===== config.mk =====
export PLATFORM = sky130hd
export DESIGN_NAME = fish_game_ctrl_flat
export DESIGN_NICKNAME = d
export VERILOG_FILES = /design/src/rtl/fish_game_pkg.sv /design/src/rtl/fish_game_if.sv /design/src/rtl/fish_mover.sv /design/src/rtl/fish_game_ctrl.sv /design/src/flat_wrapper.sv
export SDC_FILE = /design/constraint.sdc
export NUM_CORES = 1
export LEC_CHECK = 0
export ABC_AREA = 1
export CORE_UTILIZATION = 40
export CTS_BUF_LIST = sky130_fd_sc_hd__clkbuf_4
export CTS_CLUSTER_SIZE = 25
export DETAILED_ROUTE_END_ITERATION = 7
export DONT_BUFFER_PORTS = 1
export SETUP_SLACK_MARGIN = 0.4
export SLEW_MARGIN = 20
export SYNTH_ARGS = -nofsm -noshare
export SYNTH_HDL_FRONTEND = slang
export SYNTH_SLANG_ARGS = --single-unit
export TNS_END_PERCENT = 100

===== constraint.sdc =====
create_clock -name Clk -period 4.88 [get_ports Clk]
set_input_delay 0.244 -clock Clk [delete_from_list [all_inputs] [get_ports Clk]]
set_output_delay 0.244 -clock Clk [all_outputs]
set_load 0.02 [all_outputs]

===== src/rtl/fish_game_pkg.sv =====
// Fish game shared types and helpers.
// Holds state encodings, level geometry and parameter defaults.
package fish_game_pkg;

  localparam int NUM_LEVELS_D = 3;
  localparam int X_W_D        = 10;
  localparam int Y_W_D        = 10;
  localparam int SCREEN_W_D   = 640;
  localparam int FISH_TICKS_D = 500;
  localparam int REEL_STEP_D  = 2;
  localparam int WATER_Y_D    = 155;
  localparam int MAX_LIVES_D  = 3;

  // One-hot so the flags come straight off the state register.
  typedef enum logic [3:0] {
    ST_I     = 4'b0001,
    ST_FISH  = 4'b0010,
    ST_CATCH = 4'b0100,
    ST_DONE  = 4'b1000
  } state_t;

  // Fish length for level k: 20 - 5k.
  function automatic logic [4:0] fish_len(input logic [1:0] k);
    case (k)
      2'd0:    return 5'd20;
      2'd1:    return 5'd15;
      2'd2:    return 5'd10;
      default: return 5'd5;
    endcase
  endfunction

  // Fish row for level k: 390 - 90k.
  function automatic logic [9:0] fish_y(input logic [1:0] k);
    case (k)
      2'd0:    return 10'd390;
      2'd1:    return 10'd300;
      2'd2:    return 10'd210;
      default: return 10'd120;
    endcase
  endfunction

endpackage


===== src/rtl/fish_game_if.sv =====
// Fish game control/status bundle.
// The player side drives buttons and rod; the controller reports game state.
interface fish_game_if #(
  parameter int X_W = 10,
  parameter int Y_W = 10
);
  logic           Start;
  logic           Ack;
  logic           BtnU;
  logic [X_W-1:0] rpos;
  logic [X_W-1:0] fpos;
  logic [Y_W-1:0] ypos;
  logic [1:0]     level;
  logic [2:0]     lives;
  logic [7:0]     score;
  logic           q_I;
  logic           q_Fish;
  logic           q_Catch;
  logic           q_Done;

  modport master (
    output Start, Ack, BtnU, rpos,
    input  fpos, ypos, level, lives, score,
    input  q_I, q_Fish, q_Catch, q_Done
  );

  modport slave (
    input  Start, Ack, BtnU, rpos,
    output fpos, ypos, level, lives, score,
    output q_I, q_Fish, q_Catch, q_Done
  );
endinterface


===== src/rtl/fish_mover.sv =====
// Fish horizontal motion: step timer plus wrapping position.
// Even levels swim right, odd levels swim left.
module fish_mover #(
  parameter int X_W        = 10,
  parameter int SCREEN_W   = 640,
  parameter int FISH_TICKS = 500
) (
  input  logic           Clk,
  input  logic           Reset,
  input  logic           clr_pos,
  input  logic           clr_tmr,
  input  logic           en,
  input  logic           dir_left,
  output logic [X_W-1:0] fpos
);

  localparam int TW = $clog2(FISH_TICKS + 1);
  localparam logic [TW-1:0]  T_LAST = TW'(FISH_TICKS - 1);
  localparam logic [X_W-1:0] X_LAST = X_W'(SCREEN_W - 1);

  logic [TW-1:0]  timer;
  logic [X_W-1:0] fpos_step;
  logic           step;

  assign step = en && (timer == T_LAST);

  // One-pixel move with wrap at either screen edge.
  always_comb begin
    fpos_step = fpos;
    if (dir_left)
      fpos_step = (fpos == '0) ? X_LAST : fpos - 1'b1;
    else
      fpos_step = (fpos == X_LAST) ? '0 : fpos + 1'b1;
  end

  // Tick timer and position; clears win over stepping.
  always_ff @(posedge Clk or negedge Reset) begin
    if (!Reset) begin
      timer <= '0;
      fpos  <= '0;
    end else begin
      if (clr_tmr)
        timer <= '0;
      else if (en)
        timer <= (timer == T_LAST) ? '0 : timer + 1'b1;
      if (clr_pos)
        fpos <= '0;
      else if (step)
        fpos <= fpos_step;
    end
  end

endmodule


===== src/rtl/fish_game_ctrl.sv =====
// Fish game controller: idle, fishing, reeling, done.
// Tracks level, hook height, lives and a saturating score.
module fish_game_ctrl
  import fish_game_pkg::*;
#(
  parameter int NUM_LEVELS = NUM_LEVELS_D,
  parameter int X_W        = X_W_D,
  parameter int Y_W        = Y_W_D,
  parameter int SCREEN_W   = SCREEN_W_D,
  parameter int FISH_TICKS = FISH_TICKS_D,
  parameter int REEL_STEP  = REEL_STEP_D,
  parameter int WATER_Y    = WATER_Y_D,
  parameter int MAX_LIVES  = MAX_LIVES_D
) (
  input logic       Clk,
  input logic       Reset,
  fish_game_if.slave bus
);

  localparam int XW1 = X_W + 1;
  localparam logic [Y_W-1:0] WY   = Y_W'(WATER_Y);
  localparam logic [Y_W-1:0] RS   = Y_W'(REEL_STEP);
  localparam logic [Y_W-1:0] Y0   = Y_W'(fish_y(2'd0));
  localparam logic [2:0]     ML   = 3'(MAX_LIVES);
  localparam logic [1:0]     LAST = 2'(NUM_LEVELS - 1);

  state_t         state, state_n;
  logic [1:0]     level, level_n;
  logic [Y_W-1:0] ypos, ypos_n;
  logic [2:0]     lives, lives_n;
  logic [7:0]     score, score_n;
  logic [X_W-1:0] fpos;
  logic           clr_pos, clr_tmr, mv_en;
  logic [XW1-1:0] rp, lo, hi;
  logic           hit;

  fish_mover #(
    .X_W       (X_W),
    .SCREEN_W  (SCREEN_W),
    .FISH_TICKS(FISH_TICKS)
  ) u_mover (
    .Clk     (Clk),
    .Reset   (Reset),
    .clr_pos (clr_pos),
    .clr_tmr (clr_tmr),
    .en      (mv_en),
    .dir_left(level[0]),
    .fpos    (fpos)
  );

  // Hit window in one extra bit so fpos+LEN never wraps.
  always_comb begin
    rp  = {1'b0, bus.rpos};
    lo  = {1'b0, fpos};
    hi  = lo + XW1'(fish_len(level));
    hit = (rp >= lo) && (rp <= hi);
  end

  // Next-state and datapath updates; BtnU beats a fish step.
  always_comb begin
    state_n = state;
    level_n = level;
    ypos_n  = ypos;
    lives_n = lives;
    score_n = score;
    clr_pos = 1'b0;
    clr_tmr = 1'b0;
    mv_en   = 1'b0;
    case (state)
      ST_I: begin
        if (bus.Start) begin
          state_n = ST_FISH;
          level_n = 2'd0;
          ypos_n  = Y0;
          lives_n = ML;
          clr_pos = 1'b1;
          clr_tmr = 1'b1;
        end
      end
      ST_FISH: begin
        if (bus.BtnU) begin
          if (hit) begin
            state_n = ST_CATCH;
            clr_tmr = 1'b1;
          end else if (lives > 3'd1) begin
            lives_n = lives - 3'd1;
            clr_pos = 1'b1;
            clr_tmr = 1'b1;
          end else begin
            state_n = ST_I;
            lives_n = 3'd0;
          end
        end else begin
          mv_en = 1'b1;
        end
      end
      ST_CATCH: begin
        if (ypos <= WY) begin
          score_n = (score == 8'hFF) ? score : score + 8'd1;
          if (level == LAST) begin
            state_n = ST_DONE;
          end else begin
            state_n = ST_FISH;
            level_n = level + 2'd1;
            ypos_n  = Y_W'(fish_y(level + 2'd1));
            clr_pos = 1'b1;
            clr_tmr = 1'b1;
          end
        end else if (bus.BtnU) begin
          ypos_n = (ypos >= RS) ? ypos - RS : '0;
        end
      end
      ST_DONE: begin
        if (bus.Ack)
          state_n = ST_I;
      end
      default: state_n = ST_I;
    endcase
  end

  // Game registers.
  always_ff @(posedge Clk or negedge Reset) begin
    if (!Reset) begin
      state <= ST_I;
      level <= 2'd0;
      ypos  <= Y0;
      lives <= ML;
      score <= 8'd0;
    end else begin
      state <= state_n;
      level <= level_n;
      ypos  <= ypos_n;
      lives <= lives_n;
      score <= score_n;
    end
  end

  assign bus.fpos    = fpos;
  assign bus.ypos    = ypos;
  assign bus.level   = level;
  assign bus.lives   = lives;
  assign bus.score   = score;
  assign bus.q_I     = state[0];
  assign bus.q_Fish  = state[1];
  assign bus.q_Catch = state[2];
  assign bus.q_Done  = state[3];

endmodule


===== src/flat_wrapper.sv =====
// flat-port wrapper written by rule: the top's interface ports become plain ports
module fish_game_ctrl_flat import fish_game_pkg::*;
#(
  parameter int NUM_LEVELS = NUM_LEVELS_D,
  parameter int X_W        = X_W_D,
  parameter int Y_W        = Y_W_D,
  parameter int SCREEN_W   = SCREEN_W_D,
  parameter int FISH_TICKS = FISH_TICKS_D,
  parameter int REEL_STEP  = REEL_STEP_D,
  parameter int WATER_Y    = WATER_Y_D,
  parameter int MAX_LIVES  = MAX_LIVES_D
)
  (Clk, Reset, bus_Start, bus_Ack, bus_BtnU, bus_rpos, bus_fpos, bus_ypos, bus_level, bus_lives, bus_score, bus_q_I, bus_q_Fish, bus_q_Catch, bus_q_Done);
  fish_game_if #(.X_W(X_W), .Y_W(Y_W)) bus_i ();
  input logic Clk;
  input logic Reset;
  input wire logic [$bits(bus_i.Start)-1:0] bus_Start;
  input wire logic [$bits(bus_i.Ack)-1:0] bus_Ack;
  input wire logic [$bits(bus_i.BtnU)-1:0] bus_BtnU;
  input wire logic [$bits(bus_i.rpos)-1:0] bus_rpos;
  output wire logic [$bits(bus_i.fpos)-1:0] bus_fpos;
  output wire logic [$bits(bus_i.ypos)-1:0] bus_ypos;
  output wire logic [$bits(bus_i.level)-1:0] bus_level;
  output wire logic [$bits(bus_i.lives)-1:0] bus_lives;
  output wire logic [$bits(bus_i.score)-1:0] bus_score;
  output wire logic [$bits(bus_i.q_I)-1:0] bus_q_I;
  output wire logic [$bits(bus_i.q_Fish)-1:0] bus_q_Fish;
  output wire logic [$bits(bus_i.q_Catch)-1:0] bus_q_Catch;
  output wire logic [$bits(bus_i.q_Done)-1:0] bus_q_Done;
  assign bus_i.Start = bus_Start;
  assign bus_i.Ack = bus_Ack;
  assign bus_i.BtnU = bus_BtnU;
  assign bus_i.rpos = bus_rpos;
  assign bus_fpos = bus_i.fpos;
  assign bus_ypos = bus_i.ypos;
  assign bus_level = bus_i.level;
  assign bus_lives = bus_i.lives;
  assign bus_score = bus_i.score;
  assign bus_q_I = bus_i.q_I;
  assign bus_q_Fish = bus_i.q_Fish;
  assign bus_q_Catch = bus_i.q_Catch;
  assign bus_q_Done = bus_i.q_Done;
  fish_game_ctrl #(.NUM_LEVELS(NUM_LEVELS), .X_W(X_W), .Y_W(Y_W), .SCREEN_W(SCREEN_W), .FISH_TICKS(FISH_TICKS), .REEL_STEP(REEL_STEP), .WATER_Y(WATER_Y), .MAX_LIVES(MAX_LIVES)) u_core (.Clk(Clk), .Reset(Reset), .bus(bus_i));
endmodule

* After elaboration in Yosys (flattened, before gate mapping)
Index checks and enable logic that the tools add are counted.
** Storage, ports and cells
- Flip-flop bits (word level) :: 46
- Latch bits :: 0
- RAM bits :: 0
- ROM bits :: 0
- Output and inout port bits :: 37
- Memories :: 0
** Cells by class
- $add $sub $neg :: 8
- $mul :: 0
- Div/mod/pow operators :: 0
- $lt $le $gt $ge :: 5
- Equal/unequal tests :: 20
- Shift-type cells :: 0
- Mux-type cells :: 45
- Bitwise gates (word level) :: 1
- Reduce and logical (&&, ||, !) cells :: 14
** Operators with widths (count)
- $mux 10 :: 10
- $mux 4 :: 7
- $mux 9 :: 3
- $pmux 9 s3 :: 1
- $pmux 10 s2 :: 1
- $pmux 4 s4 :: 1
- $pmux 5 s3 :: 1
- $mux 3 :: 4
- $reduce_and 4->1 :: 3
- $add 10x5->11 :: 1
- $le 10x11->1 :: 1
- $add 10x1->10 const B :: 1
- $eq 10x10->1 const B :: 1
- $ge 10x10->1 :: 1
- $ge 10x2->1 const B :: 1
- $le 10x8->1 const B :: 1
- $logic_not 10->1 :: 1
- $mux 1 :: 10
- $ne 2x2->1 const B :: 5
- $sub 10x1->10 const B :: 1
- $sub 10x2->10 const B :: 1
- $add 9x1->9 const B :: 1
- $eq 9x9->1 const B :: 1
- $add 8x1->8 const B :: 1
- other kinds (23) :: 34

* Longest topological paths before layout
Gate-level depths: netlist of run 1.
- Depth after elaboration :: 9
- Mapped depth :: 27

* Hierarchy
A second synthesis of run 1 with hierarchy kept.
** Second synthesis, totals
- Cell total of the unflattened synthesis :: 551
- Area total of the unflattened synthesis :: 3932.5 sq um
** By module, submodules not included
- fish_game_ctrl :: times used 1, cells each 350, area each 2528.7 sq um, sequential area each 659.4 sq um
- fish_mover :: times used 1, cells each 201, area each 1403.8 sq um, sequential area each 475.5 sq um

* Worst setup path after synthesis of run 1
No wires, ideal clock.
- Path kind :: flip-flop to flip-flop
- Start point :: reg u_core.level[0] (netlist: u_core.bus.level[0])
- End point :: reg u_core.lives[2] (netlist: u_core.bus.lives[2])
- Library setup time :: 117 ps
- Arrival time :: 3393 ps
- Data required time :: 4763 ps
- Setup slack :: 1369 ps
- Stages on the path, launching flop included :: 25
- Buffers on the path :: 1
- Period minus slack after synthesis :: 3511 ps
- Cells stage by stage :: dfrtp_1 -> inv_1 -> clkbuf_1 -> ha_1 -> ha_1 -> inv_1 -> o21ai_0 -> a21boi_0 -> nand2_1 -> nand2_1 -> nor2_1 -> xor2_1 -> ha_1 -> nand2_1 -> inv_1 -> nand3_1 -> nor4_1 -> a21oi_1 -> nand2_1 -> nand2_1 -> nand2_1 -> nand2_1 -> nand2_1 -> nand2_1 -> nand2_1
** On the way
- Word-level cells in the longest chain between the ends :: 7
- Elaborated cells between the ends (all ways) :: 9
- Classes of those cells :: add/sub (1); order compare (1); eq/ne (3); mux (1); reduce/logical (3)
** RTL lines
- from (decl) :: RTL line fish_game_ctrl.sv:28 : logic [1:0] level, level_n;
- from (signal assigned) :: RTL line fish_game_ctrl.sv:131 : level <= level_n;
- $eq 2x2->1 (tied with other cells) :: RTL line fish_game_pkg.sv:24 : case (k)
- $pmux 5 s3 * :: RTL line fish_game_pkg.sv:24
- $add 10x5->11 * :: RTL line fish_game_ctrl.sv:55 : hi = lo + XW1'(fish_len(level));
- $le 10x11->1 * :: RTL line fish_game_ctrl.sv:56 : hit = (rp >= lo) && (rp <= hi);
- $logic_and 1x1->1 * :: RTL line fish_game_ctrl.sv:56
- $ne 2x2->1 (no source line) *
- $reduce_and 4->1 (no source line) *
- to (signal assigned) :: RTL line fish_game_ctrl.sv:133 : lives <= lives_n;
- to (decl) :: RTL line fish_game_ctrl.sv:30 : logic [2:0] lives, lives_n;
Every way passes the cells marked *; elsewhere a longest branch is shown, timed or not.
A chain may end at the register's enable or synchronous reset.

* Worst setup path after layout of run 1
- Start point :: reg u_core.level[1] (netlist: u_core.bus.level[1])
- End point :: reg u_core.u_mover.timer[5]
** On the way
- Word-level cells in the longest chain between the ends :: 9
- Elaborated cells between the ends (all ways) :: 14
- Classes of those cells :: add/sub (1); order compare (1); eq/ne (2); mux (7); reduce/logical (3)
** RTL lines
- $eq 2x2->1 (tied with other cells) :: RTL line fish_game_pkg.sv:24, fish_game_ctrl.sv:100
- $pmux 5 s3 :: RTL line fish_game_pkg.sv:24
- $add 10x5->11 :: RTL line fish_game_ctrl.sv:55
- $le 10x11->1 :: RTL line fish_game_ctrl.sv:56
- $logic_and 1x1->1 :: RTL line fish_game_ctrl.sv:56
- $mux 1 :: RTL line fish_game_ctrl.sv:82 : if (hit) begin
- $mux 1 :: RTL line fish_game_ctrl.sv:81 : if (bus.BtnU) begin
- $pmux 1 s3 * :: RTL line fish_game_ctrl.sv:69 : case (state)
- $mux 9 / $reduce_bool 2->1 (equally long branches)
- to (signal assigned) :: RTL line fish_mover.sv:45 : timer <= (timer == T_LAST) ? '0 : timer + 1'b1;
- to (decl) :: RTL line fish_mover.sv:21 : logic [TW-1:0] timer;
Marks and branches as above.

==> results of run 1 <==
worst max-delay path by stage:
stage | startpoint | end | slack (ns) | cells past startpoint
after floorplan | u_core.bus.level[0]$_DFFE_PN0P_ | u_core.bus.lives[2]$_DFFE_PN0P_ | 1.37 | 24
after global placement | u_core.bus.level[1]$_DFFE_PN0P_ | u_core.u_mover.timer[4]$_DFFE_PN0P_ | 1.06 | 22
after detailed placement | u_core.bus.level[1]$_DFFE_PN0P_ | u_core.u_mover.timer[2]$_DFFE_PN0P_ | 0.99 | 22
after CTS | u_core.bus.level[1]$_DFFE_PN0P_ | u_core.u_mover.timer[5]$_DFFE_PN0P_ | 0.92 | 22
after global routing | u_core.bus.level[1]$_DFFE_PN0P_ | u_core.bus.lives[2]$_DFFE_PN0P_ | 0.56 | 23
final | u_core.bus.level[1]$_DFFE_PN0P_ | u_core.u_mover.timer[5]$_DFFE_PN0P_ | 0.96 | 22
per-stage QoR:
stage	instance area [um2]	setup slack, ns	hold slack (ns)	utilization (%)	power, uW
4_1_cts	3950	0.924	0.0334	44.6	1070
3_5_place_dp	3820	0.992	-0.0508	43.1	815
2_1_floorplan	3690	1.37	-0.0516	-	739
3_3_place_gp	3820	1.06	-0.0508	43.1	811
6_report	3950	0.964	0.0380	44.6	1050
5_1_grt	3950	0.559	0.0348	44.6	1140
worst reg2reg max path: cells and delay by family, from the launching register on:
family	cells	cell delay, ns
flip-flops	1	0.59
XOR/XNOR	1	0.14
adder cells (fa/ha/maj)	3	1.04
AND/OR/NAND/NOR	12	1.24
buffers and inverters	3	0.33
AO/OA/AOI/OAI	3	0.44
state kept, by name, summed over array words and instances, names as in the netlist:
register,flops
u_core.bus.score,8
u_core.bus.lives,3
u_core.state,4
u_core.u_mover.timer,9
u_core.bus.ypos,9
u_core.u_mover.fpos,10
u_core.bus.level,2
cells in the final DEF (no fill, tap or decap), types with 3 or more instances in the layout:
master	instances
nand2_1	96
nor2_1	56
clkbuf_4	6
o211ai_1	5
inv_1	72
nor4_1	4
nand2_2	4
o22ai_1	4
xor2_1	23
inv_2	4
dfrtp_1	38
nand4_1	11
o21ai_0	39
ha_1	39
nor3_4	3
a21oi_1	33
nor3_1	11
a31oi_1	3
nand3_1	31
dfstp_2	7
kinds of logic after synthesis:
family,count (synthesis),synth area share [%]
simple gates,221,26.6
mux,2,0.576
buf+inv,83,8.67
flops,45,30.7
fa+ha+maj,40,13.7
xor+xnor,24,5.69
other cells,1,0.101
compound gates,93,13.9
per-layer routing:
metal	vias up	part of all wire, %
met3	13	5.9
li1	1696	-
met2	85	48
met4	0	1.3
met1	1508	45
met5	-	0
cell type report:
type / count / area [um2]
inverter: 78 / 293
sequential: 45 / 1130
clock buffer: 6 / 45.0
fill: 897 / 4900
tap: 108 / 135
multi-input combinational: 381 / 2240
timing repair buffer: 5 / 62.6
clock inverter: 2 / 38.8
power groups by stage:
stage / registers [uW] / logic (uW) / clock network [uW]
after floorplan: 484 / 255 / 0
after detailed placement: 495 / 320 / 0
after global routing: 494 / 386 / 264
after CTS: 488 / 332 / 248
final: 487 / 327 / 241
after global placement: 495 / 316 / 0
==> reports/qor.txt, run 1 <==
Final Cycle Share: 80.3%
Crit start category: flip-flop
Initial Util: 41.8%
Violated checks: DRC
Clk pwr share: 22.8%
Critical Path End Type: flip-flop
CTS Hold Bufs: 3
CTS tree: done
Data required time of the worst path: 5.13 ns
CTS Sinks: 45
Full die area: 0.00963 mm2
Yosys top cell area share: 25.7%
Core Footprint: 0.00885 mm2
Synth Instances: 509
Most Crowded Layer GR: met2
DR iter-0 viols: 147
Clock buffer depth: 2
Status: finished, violations left
# Post-CTS Setup Buffers: 0
Max rail drop VDD: 0.000196 V
Largest net degree at the start of global routing: 46
RR Startpoint: u_core.bus.level[1]$_DFFE_PN0P_
Max incr delay on CP: 0.59 ns
Crit path max-delay family: simple AND/OR/NAND/NOR gates
WP data arrival: 4.17 ns
N_diodes: 0
RSZ-0062 raised after global routing: no
Leading area contributor after synthesis: dfrtp_1
Logic pwr share: 31.0%
Final ANT Viol Nets: 0
Port bufs: 0
Max Slew Vio Count: 0
Max-Cap Viols: 0
Layout cells sized above 1: 6.96%
First-pass GRT wire length: 15.0 mm
CP Cell Sequence: inv_1 -> ha_1 -> ha_1 -> inv_1 -> o21ai_0 -> a21boi_0 -> nand2_1 -> nand2_1 -> nor2_1 -> xor2_1 -> ha_1 -> nand2_1 -> inv_1 -> nand3_1 -> nor4_1 -> a21oi_1 -> nand2_1 -> nand2_1 -> nand2_1 -> nand3_1 -> nand2_2 -> nor2_1
Maximum fanout along the worst path: 9
Setup TNS: 0 ns
Largest cells by area after synthesis: dfrtp_1 (26%), ha_1 (13%), nand2_1 (9.8%), inv_1 (7.3%), nor2_1 (5.7%)
CTS buffer count: 5
Worst Hold End: u_core.state[2]$_DFFE_PN0P_
Clock skew: 0.0191 ns
Switching share of power: 39.8%
Non-filler cells, final: 625
I/O Pins: 52
Met2 Track Usage GR: 33.4%
Switch Pwr: 420 uW
Via Count: 3,302
Hold Crit Depth: 2
Routed vias/inst: 5.28
Sequential share of the synthesized area: 30.7%
Vias in the first global route: 3,263
Met1 usage: 23.2%
Final #Nets: 571
Crit-path most repeated cell: nand2_1
Final hold violations: 0
DP HPWL: 6.64 mm
Routed WL: 8.49 mm
Ys async rst share: 100%
Synth Area per Inst: 7.26 um2
Syn Std Cell Area: 0.00369 mm2
Internal power: 634 uW
P_leak: 0.00193 uW
Chip height: 98.1 um
Router iterations before antenna repair: 7
Post-cts repair resize count: 0
Setup violators final: 0
Most frequent cell after synthesis: nand2_1
Pwr Density: 267 mW/mm2
Drt drc: 7
Max stage delay cell, worst path: dfrtp_1
Reg2reg setup slack: 0.96 ns
EDFF count, synth: 0
Most used DFF post-synth: dfrtp_1
CP Buf/Inv Count: 3
CTS root buf: clkbuf_4
Row count: 34
Global route total overflow: 0
Min Clock Period, post-route: 3.92 ns
Syn nets: 564
Hold Path Origin: bus_BtnU
R2R cell count: 22
F_max: 255 MHz
Die width: 98.1 um
H-tree levels: 2
Met3 usage: 4.58%
R2R Path End: u_core.u_mover.timer[5]$_DFFE_PN0P_
Global-route usage over all layers: 18.9%
Antenna violations before repair: 0
Wire per inst: 13.6 um
Layout area overhead: 6.87%
Library cells used by synthesis: 38
Clock latency on the worst-skew pair: 0.37 ns
Post-synthesis register bit count: 45
Number of warnings issued by yosys: 0
Clock Pin Slew Worst Setup and Hold Paths: 0.15 ns
Dpl cells: 614
Worst hold path class: in2reg
Crit Path Class: reg2reg
GP Congestion: 0.871
Sequential share of power: 46.2%
Synth cell count leaders: nand2_1 (96), inv_1 (72), nor2_1 (56)
Note: power is estimated with default switching activity, not from simulation.
==> run 2, diff against run 1 <==
- clock period: 4.88 -> 4.03 ns (I/O delays scaled with it)
==> run 2 against run 1 <==
The run still ends with DRC left. Utilization grew 3.5 points. Wire length grew 9.9%. Register-to-register slack lost 0.43 ns. Final cell count grew 1.4%. Power grew 30%. Clock power grew 24%. Combinational power grew 47%. Die area is the same. Cell area grew 7.8%. Sequential share of layout area shrank 2.0 points. Setup slack lost 0.43 ns. Largest power group unchanged. Highest routed layer unchanged.
==> reports/qor.txt, run 2 (same netlist as run 1, synthesis figures left out) <==
RR Startpoint: u_core.bus.level[1]$_DFFE_PN0P_
Router iterations before antenna repair: 7 (unchanged)
R2R Path End: u_core.u_mover.timer[5]$_DFFE_PN0P_
Reg2reg setup slack: 0.53 ns (-0.43 ns)
Wire per inst: 14.7 um (+8.4%)
Critical path depth: 24 (+9.1%)
Via Count: 3,408 (+3.2%)
First-pass GRT wire length: 15.6 mm (+4.2%)
DP Area: 0.00385 mm2 (+0.98%)
Crit path max-delay family: simple AND/OR/NAND/NOR gates
Port bufs: 0 (unchanged)
Logic pwr share: 35.0% (+4.0 points)
Row count: 34 (unchanged)
CTS Sinks: 45 (unchanged)
Hold Path Origin: bus_BtnU
Global route total overflow: 0 (unchanged)
Switch Pwr: 575 uW (+37%)
Core Footprint: 0.00885 mm2 (unchanged)
Worst Hold End: u_core.u_mover.timer[3]$_DFFE_PN0P_
Total power: 1370 uW (+30%)
Clock Pin Slew Worst Setup and Hold Paths: 0.14 ns (about the same)
Routed WL: 9.33 mm (+9.9%)
Clk pwr share: 21.8% (-1.0 points)
Final hold violations: 0 (unchanged)
Max stage delay cell, worst path: dfrtp_2
Critical path origin: u_core.bus.level[1]$_DFFE_PN0P_
Layout cells sized above 1: 17.1% (+10 points)
P_leak: 0.00198 uW (+3.0%)
F_max: 286 MHz (+12%)
Min Clock Period, post-route: 3.50 ns (-0.421 ns)
Pwr Density: 322 mW/mm2 (+20%)
Routed vias/inst: 5.38 (+1.7%)
WP data arrival: 3.76 ns (-0.41 ns)
Max Slew Vio Count: 0 (unchanged)
Most frequent cells in the layout: nand2_1 (89), inv_1 (66), nor2_1 (45)
Hold Crit Depth: 3 (+1)
Design area: 0.00426 mm2 (+7.8%)
DR iter-0 viols: 176 (+20%)
Clock skew: 0.00861 ns (-0.0105 ns)
Crit start category: flip-flop
Data required time of the worst path: 4.30 ns (-0.83 ns)
Setup TNS: 0 ns (unchanged)
Maximum fanout along the worst path: 6 (-3)
Worst hold path class: in2reg
CP Buf/Inv Count: 4 (+1)
Status: finished, violations left
CTS root buf: clkbuf_4
Setup violators final: 0 (unchanged)
Antenna violations before repair: 0 (unchanged)
Worst Max-Slew Pin Slew: 0.542 ns
Critical Path End Type: flip-flop
Max rail drop VDD: 0.000167 V (-15%)
CP Cell Sequence: inv_4 -> ha_4 -> or2_4 -> ha_4 -> inv_2 -> fa_2 -> inv_2 -> nand4_1 -> nand2_1 -> nand2_2 -> nor2_2 -> xor2_1 -> ha_1 -> nand2_1 -> inv_2 -> nand3_2 -> nor4_2 -> a21oi_1 -> nand2_1 -> nand2_4 -> nand2_4 -> nand3_4 -> nand2_4 -> nor2_2
Sequential share of power: 43.2% (-3.0 points)
Global-route usage over all layers: 19.9% (+0.97 points)
Clock buffer depth: 2 (unchanged)
Switching share of power: 42.0% (+2.2 points)
Max reg flops: 10 (unchanged)
N_diodes: 0 (unchanged)
Full die area: 0.00963 mm2 (unchanged)
GP Congestion: 0.896 (+2.8%)
RSZ-0062 raised after global routing: yes
Die width: 98.1 um (unchanged)
Internal power: 793 uW (+25%)
Final Cycle Share: 86.7% (+6.5 points)
Drt drc: 7 (unchanged)
Vias in the first global route: 3,336 (+2.2%)
DP HPWL: 6.86 mm (+3.4%)
Final ANT Viol Nets: 0 (unchanged)
Top flop regs: u_core.u_mover.fpos x10, u_core.bus.ypos x9, u_core.u_mover.timer x9
Crit Path Class: reg2reg
Top reg by flops: u_core.u_mover.fpos
CTS buffer count: 5 (unchanged)
Violated checks: DRC
Largest net degree at the start of global routing: 46 (unchanged)
Initial Util: 41.8% (unchanged)
Layout area overhead: 15.2%
Max incr delay on CP: 0.54 ns (-0.05 ns)
CTS tree: done
Max-slew headroom: 63.7%
Chip height: 98.1 um (unchanged)
H-tree levels: 2 (unchanged)
I/O Pins: 52 (unchanged)
Clock latency on the worst-skew pair: 0.37 ns (about the same)
Final #Nets: 580 (+1.6%)
Most common cell after layout, fill and taps aside: nand2_1
R2R cell count: 24 (+9.1%)
Max-Cap Viols: 0 (unchanged)
[run 2: cell types whose count changed in the layout (fill, tap and decap cells not counted), moves of 6 or more]
cell,delta
nor2_1,-11
nor2_2,+11
a21oi_1,-8
a21oi_2,+7
nand2_1,-7
ha_1,-6
ha_4,+6
inv_1,-6
[run 2: worst max-delay path by stage]
stage / to / slack, ns
after global routing: u_core.u_mover.timer[5]$_DFFE_PN0P_ / 0.29
after detailed placement: u_core.u_mover.timer[7]$_DFFE_PN0P_ / 0.26
final: u_core.u_mover.timer[5]$_DFFE_PN0P_ / 0.53
after global placement: u_core.u_mover.timer[2]$_DFFE_PN0P_ / 0.32
after CTS: u_core.u_mover.fpos[4]$_DFFE_PN0P_ / 0.40
after floorplan: u_core.bus.lives[2]$_DFFE_PN0P_ / 0.52
[run 2: what timing repair did]
item | 4_1_cts | 5_1_grt
resized for setup | 4 | 59
hold buffers | 5 | 0
buffers inserted | 0 | 1
gates cloned | 0 | 1
endpoints found under the setup margin | 24 | 25
pin swaps | 0 | 11
endpoints found under the hold margin | 48 | 0
[run 2: power groups by stage]
stage / Combinational (uW) / Clock [uW] / Sequential, uW
2_1_floorplan: 309 / 0 / 586
3_3_place_gp: 383 / 0 / 601
3_5_place_dp: 387 / 0 / 602
4_1_cts: 403 / 307 / 593
5_1_grt: 548 / 326 / 599
6_report: 480 / 298 / 590
[run 2: worst register-to-register path, delay by kind of cell (launching register included)]
kind	cells	cell delay [ns]
AO/OA/AOI/OAI	1	0.06
flip-flops	1	0.54
XOR/XNOR	1	0.08
adder cells (fa/ha/maj)	4	0.92
AND/OR/NAND/NOR	14	1.52
buffers and inverters	4	0.30
[run 2: final cells by class]
cell class | count | area, um2
clock buffer | 6 | 45.0
clock inverter | 2 | 38.8
fill | 874 | 4590
inverter | 78 | 298
multi-input combinational | 382 | 2470
sequential | 45 | 1140
tap | 108 | 135
timing repair buffer | 13 | 131
[run 2: routing by layer]
layer	vias up	routed length [um]	GRT usage, %	share of wire, %
met3	7	558	4.15	6.0
met5	-	0	0	0
li1	1714	-	-	-
met1	1612	3990	25.3	43
met4	0	59	3.96	0.63
met2	75	4730	34.7	51
[run 2: stage by stage]
| stage | cells | setup WS [ns] | hold WS [ns] | utilization (%) |
|---|---|---|---|---|
| 2_1_floorplan | 509 | 0.519 | -0.0941 | - |
| 3_3_place_gp | 619 | 0.323 | -0.0933 | 43.6 |
| 3_5_place_dp | 619 | 0.262 | -0.0931 | 43.6 |
| 4_1_cts | 632 | 0.404 | 0.138 | 45.3 |
| 5_1_grt | 634 | 0.293 | 0.0577 | 48.1 |
| 6_report | 634 | 0.535 | 0.0711 | 48.1 |
==> run 3, diff against run 2 <==
- PLACE_DENSITY: not set -> 0.54
==> run 3 against run 2 <==
The run still ends with DRC left. Clock power fell by 20%. Combinational power decreased by 3%. Critical path depth fell by 2. Setup slack got worse by 0.035 ns. Die area did not move. Critical endpoint is now u_core.u_mover.timer[0]$_DFFE_PN0P_. Wire length rose by 1.1%. Cell area decreased by 0.85%. Sequential cell count unchanged. Count of clock-buffer cells in the layout shrank 1. Non-clock buffer count increased by 8. Largest cell class unchanged. First-iteration DRC count shrank 20%. Power fell by 5.4%.
==> reports/qor.txt, run 3 (same netlist as run 1, synthesis figures left out) <==
Status: finished, violations left
Violated checks: DRC
Setup TNS: 0 ns (unchanged)
Top reg by flops: u_core.u_mover.fpos
Chip height: 98.1 um (unchanged)
Worst hold path class: in2reg
Top flop regs: u_core.u_mover.fpos x10, u_core.bus.ypos x9, u_core.u_mover.timer x9
Global route total overflow: 0 (unchanged)
Crit path to: u_core.u_mover.timer[0]$_DFFE_PN0P_
RR Startpoint: u_core.bus.level[1]$_DFFE_PN0P_
Final worst slack: 0.500 ns (-0.0346 ns)
CTS root buf: clkbuf_4
Final Cycle Share: 87.6% (+0.86 points)
Most common cell after layout, fill and taps aside: nand2_1
Most frequent cells in the layout: nand2_1 (91), inv_1 (68), nor2_1 (53)
CTS tree: done
Vias in the first global route: 3,317 (-0.57%)
Min Clock Period, post-route: 3.53 ns (+0.0346 ns)
Row count: 34 (unchanged)
Clock latency on the worst-skew pair: 0.37 ns (about the same)
Crit Path Class: reg2reg
Initial Util: 41.8% (unchanged)
Pwr Density: 307 mW/mm2 (-4.6%)
Setup violators final: 0 (unchanged)
CTS buffer count: 5 (unchanged)
Clock buffer depth: 2 (unchanged)
Max incr delay on CP: 0.48 ns (-0.06 ns)
Max-Cap Viols: 0 (unchanged)
Maximum fanout along the worst path: 6 (unchanged)
Core Footprint: 0.00885 mm2 (unchanged)
Crit start category: flip-flop
CP Cell Sequence: inv_4 -> ha_2 -> inv_1 -> fa_2 -> inv_2 -> nand4_1 -> nand2_1 -> nand2_1 -> nor2_2 -> xor2_1 -> ha_1 -> nand2_1 -> inv_2 -> nand3_2 -> nor4_2 -> a21oi_1 -> nand2_1 -> nand2_4 -> nand2_4 -> nand3_4 -> nand2_4 -> nor2_1
Critical Path End Type: flip-flop
Critical path origin: u_core.bus.level[1]$_DFFE_PN0P_
DR iter-0 viols: 141 (-20%)
Final #Nets: 588 (+1.4%)
R2R cell count: 22 (-8.3%)
DP Area: 0.00385 mm2 (unchanged)
F_max: 283 MHz (-0.98%)
Full die area: 0.00963 mm2 (unchanged)
Max rail drop VDD: 0.000158 V (-5.5%)
DP HPWL: 7.09 mm (+3.3%)
Layout area overhead: 14.2%
Max Slew Vio Count: 0 (unchanged)
Global-route usage over all layers: 19.9% (+0.055 points)
N_diodes: 0 (unchanged)
Wire per inst: 14.7 um (-0.12%)
Layout cells sized above 1: 15.9% (-1.2 points)
Final ANT Viol Nets: 0 (unchanged)
Routed vias/inst: 5.38 (about the same)
Die width: 98.1 um (unchanged)
Port bufs: 0 (unchanged)
RSZ-0062 raised after global routing: yes
Antenna violations before repair: 0 (unchanged)
Clock skew: 0.0197 ns (+0.0111 ns)
Max reg flops: 10 (unchanged)
Router iterations before antenna repair: 6 (-1)
Via Count: 3,452 (+1.3%)
Reg2reg setup slack: 0.50 ns (-0.03 ns)
Clock Pin Slew Worst Setup and Hold Paths: 0.16 ns (+0.02 ns)
Largest net degree at the start of global routing: 46 (unchanged)
First-pass GRT wire length: 15.7 mm (+0.36%)
R2R Path End: u_core.u_mover.timer[0]$_DFFE_PN0P_
CTS Sinks: 45 (unchanged)
Crit-path most repeated cell: nand2_1
Final hold violations: 0 (unchanged)
Place WS: 0.199 ns (-0.0628 ns)
Design area: 0.00422 mm2 (-0.85%)
GP Congestion: 0.861 (-3.9%)
Max-slew headroom: 65.1% (+1.3 points)
Data required time of the worst path: 4.28 ns (-0.02 ns)
H-tree levels: 2 (unchanged)
I/O Pins: 52 (unchanged)
Routed WL: 9.44 mm (+1.1%)
WP data arrival: 3.78 ns (+0.02 ns)
Max stage delay cell, worst path: dfrtp_2
Total power: 1290 uW (-5.4%)
P_leak: 0.00200 uW (+0.83%)
Drt drc: 6 (-1)
Worst Max-Slew Pin Slew: 0.523 ns (-0.0196 ns)
## run 3: routing by layer
metal  GRT usage (%)  share of wire (%)  vias up
li1                -                  -     1730
met1            25.7                 46     1626
met2            34.3                 48       90
met3            4.15                5.2        6
met4            4.31               0.74        0
met5               0                  0        -
## run 3: where the power goes
part	switching (uW)	total [uW]	internal (uW)
clock	168	239	71.6
sequential	79.2	587	508
combinational	321	468	147
total	568	1290	726
## run 3: worst min path at each step
stage / startpoint / to / slack [ns] / depth (start not counted)
floorplan: Reset / u_core.bus.level[0]$_DFFE_PN0P_ / -0.09 / 0
finish: bus_BtnU / u_core.u_mover.timer[7]$_DFFE_PN0P_ / 0.05 / 3
CTS: bus_BtnU / u_core.u_mover.timer[3]$_DFFE_PN0P_ / 0.10 / 3
detailed placement: Reset / u_core.bus.ypos[4]$_DFFE_PN0P_ / -0.09 / 0
global placement: Reset / u_core.bus.ypos[3]$_DFFE_PN0P_ / -0.09 / 0
global route: bus_BtnU / u_core.u_mover.timer[6]$_DFFE_PN0P_ / 0.03 / 3
## run 3: worst max-delay path: cells and delay by family, from the launching register on
family                   cells  cell delay [ns]
flip-flops                   1             0.48
buffers and inverters        4             0.28
AND/OR/NAND/NOR             13             1.49
adder cells (fa/ha/maj)      3             1.04
AO/OA/AOI/OAI                1             0.06
XOR/XNOR                     1             0.07
## run 3: timing repair
item / 4_1_cts / 5_1_grt
setup buffers: 0 / 9
cloned: 0 / 1
gates resized for setup: 5 / 41
hold endpoints to repair: 48 / 0
hold buffers: 5 / 0
endpoints found under the setup margin: 25 / 25
pin swaps: 0 / 10
## run 3: area by class of cell
cell class	instances	area, um2
clock buffer	5	37.5
clock inverter	3	25.0
fill	870	4630
inverter	78	295
multi-input combinational	382	2400
sequential	45	1140
tap	108	135
timing repair buffer	21	188
## run 3: stage by stage
step                std cells  util (%)  hold WS (ns)
floorplan                 509         -       -0.0941
global placement          619      43.6       -0.0932
detailed placement        619      43.6       -0.0933
CTS                       632      45.1         0.104
global route              642      47.7        0.0297
finish                    642      47.7        0.0500
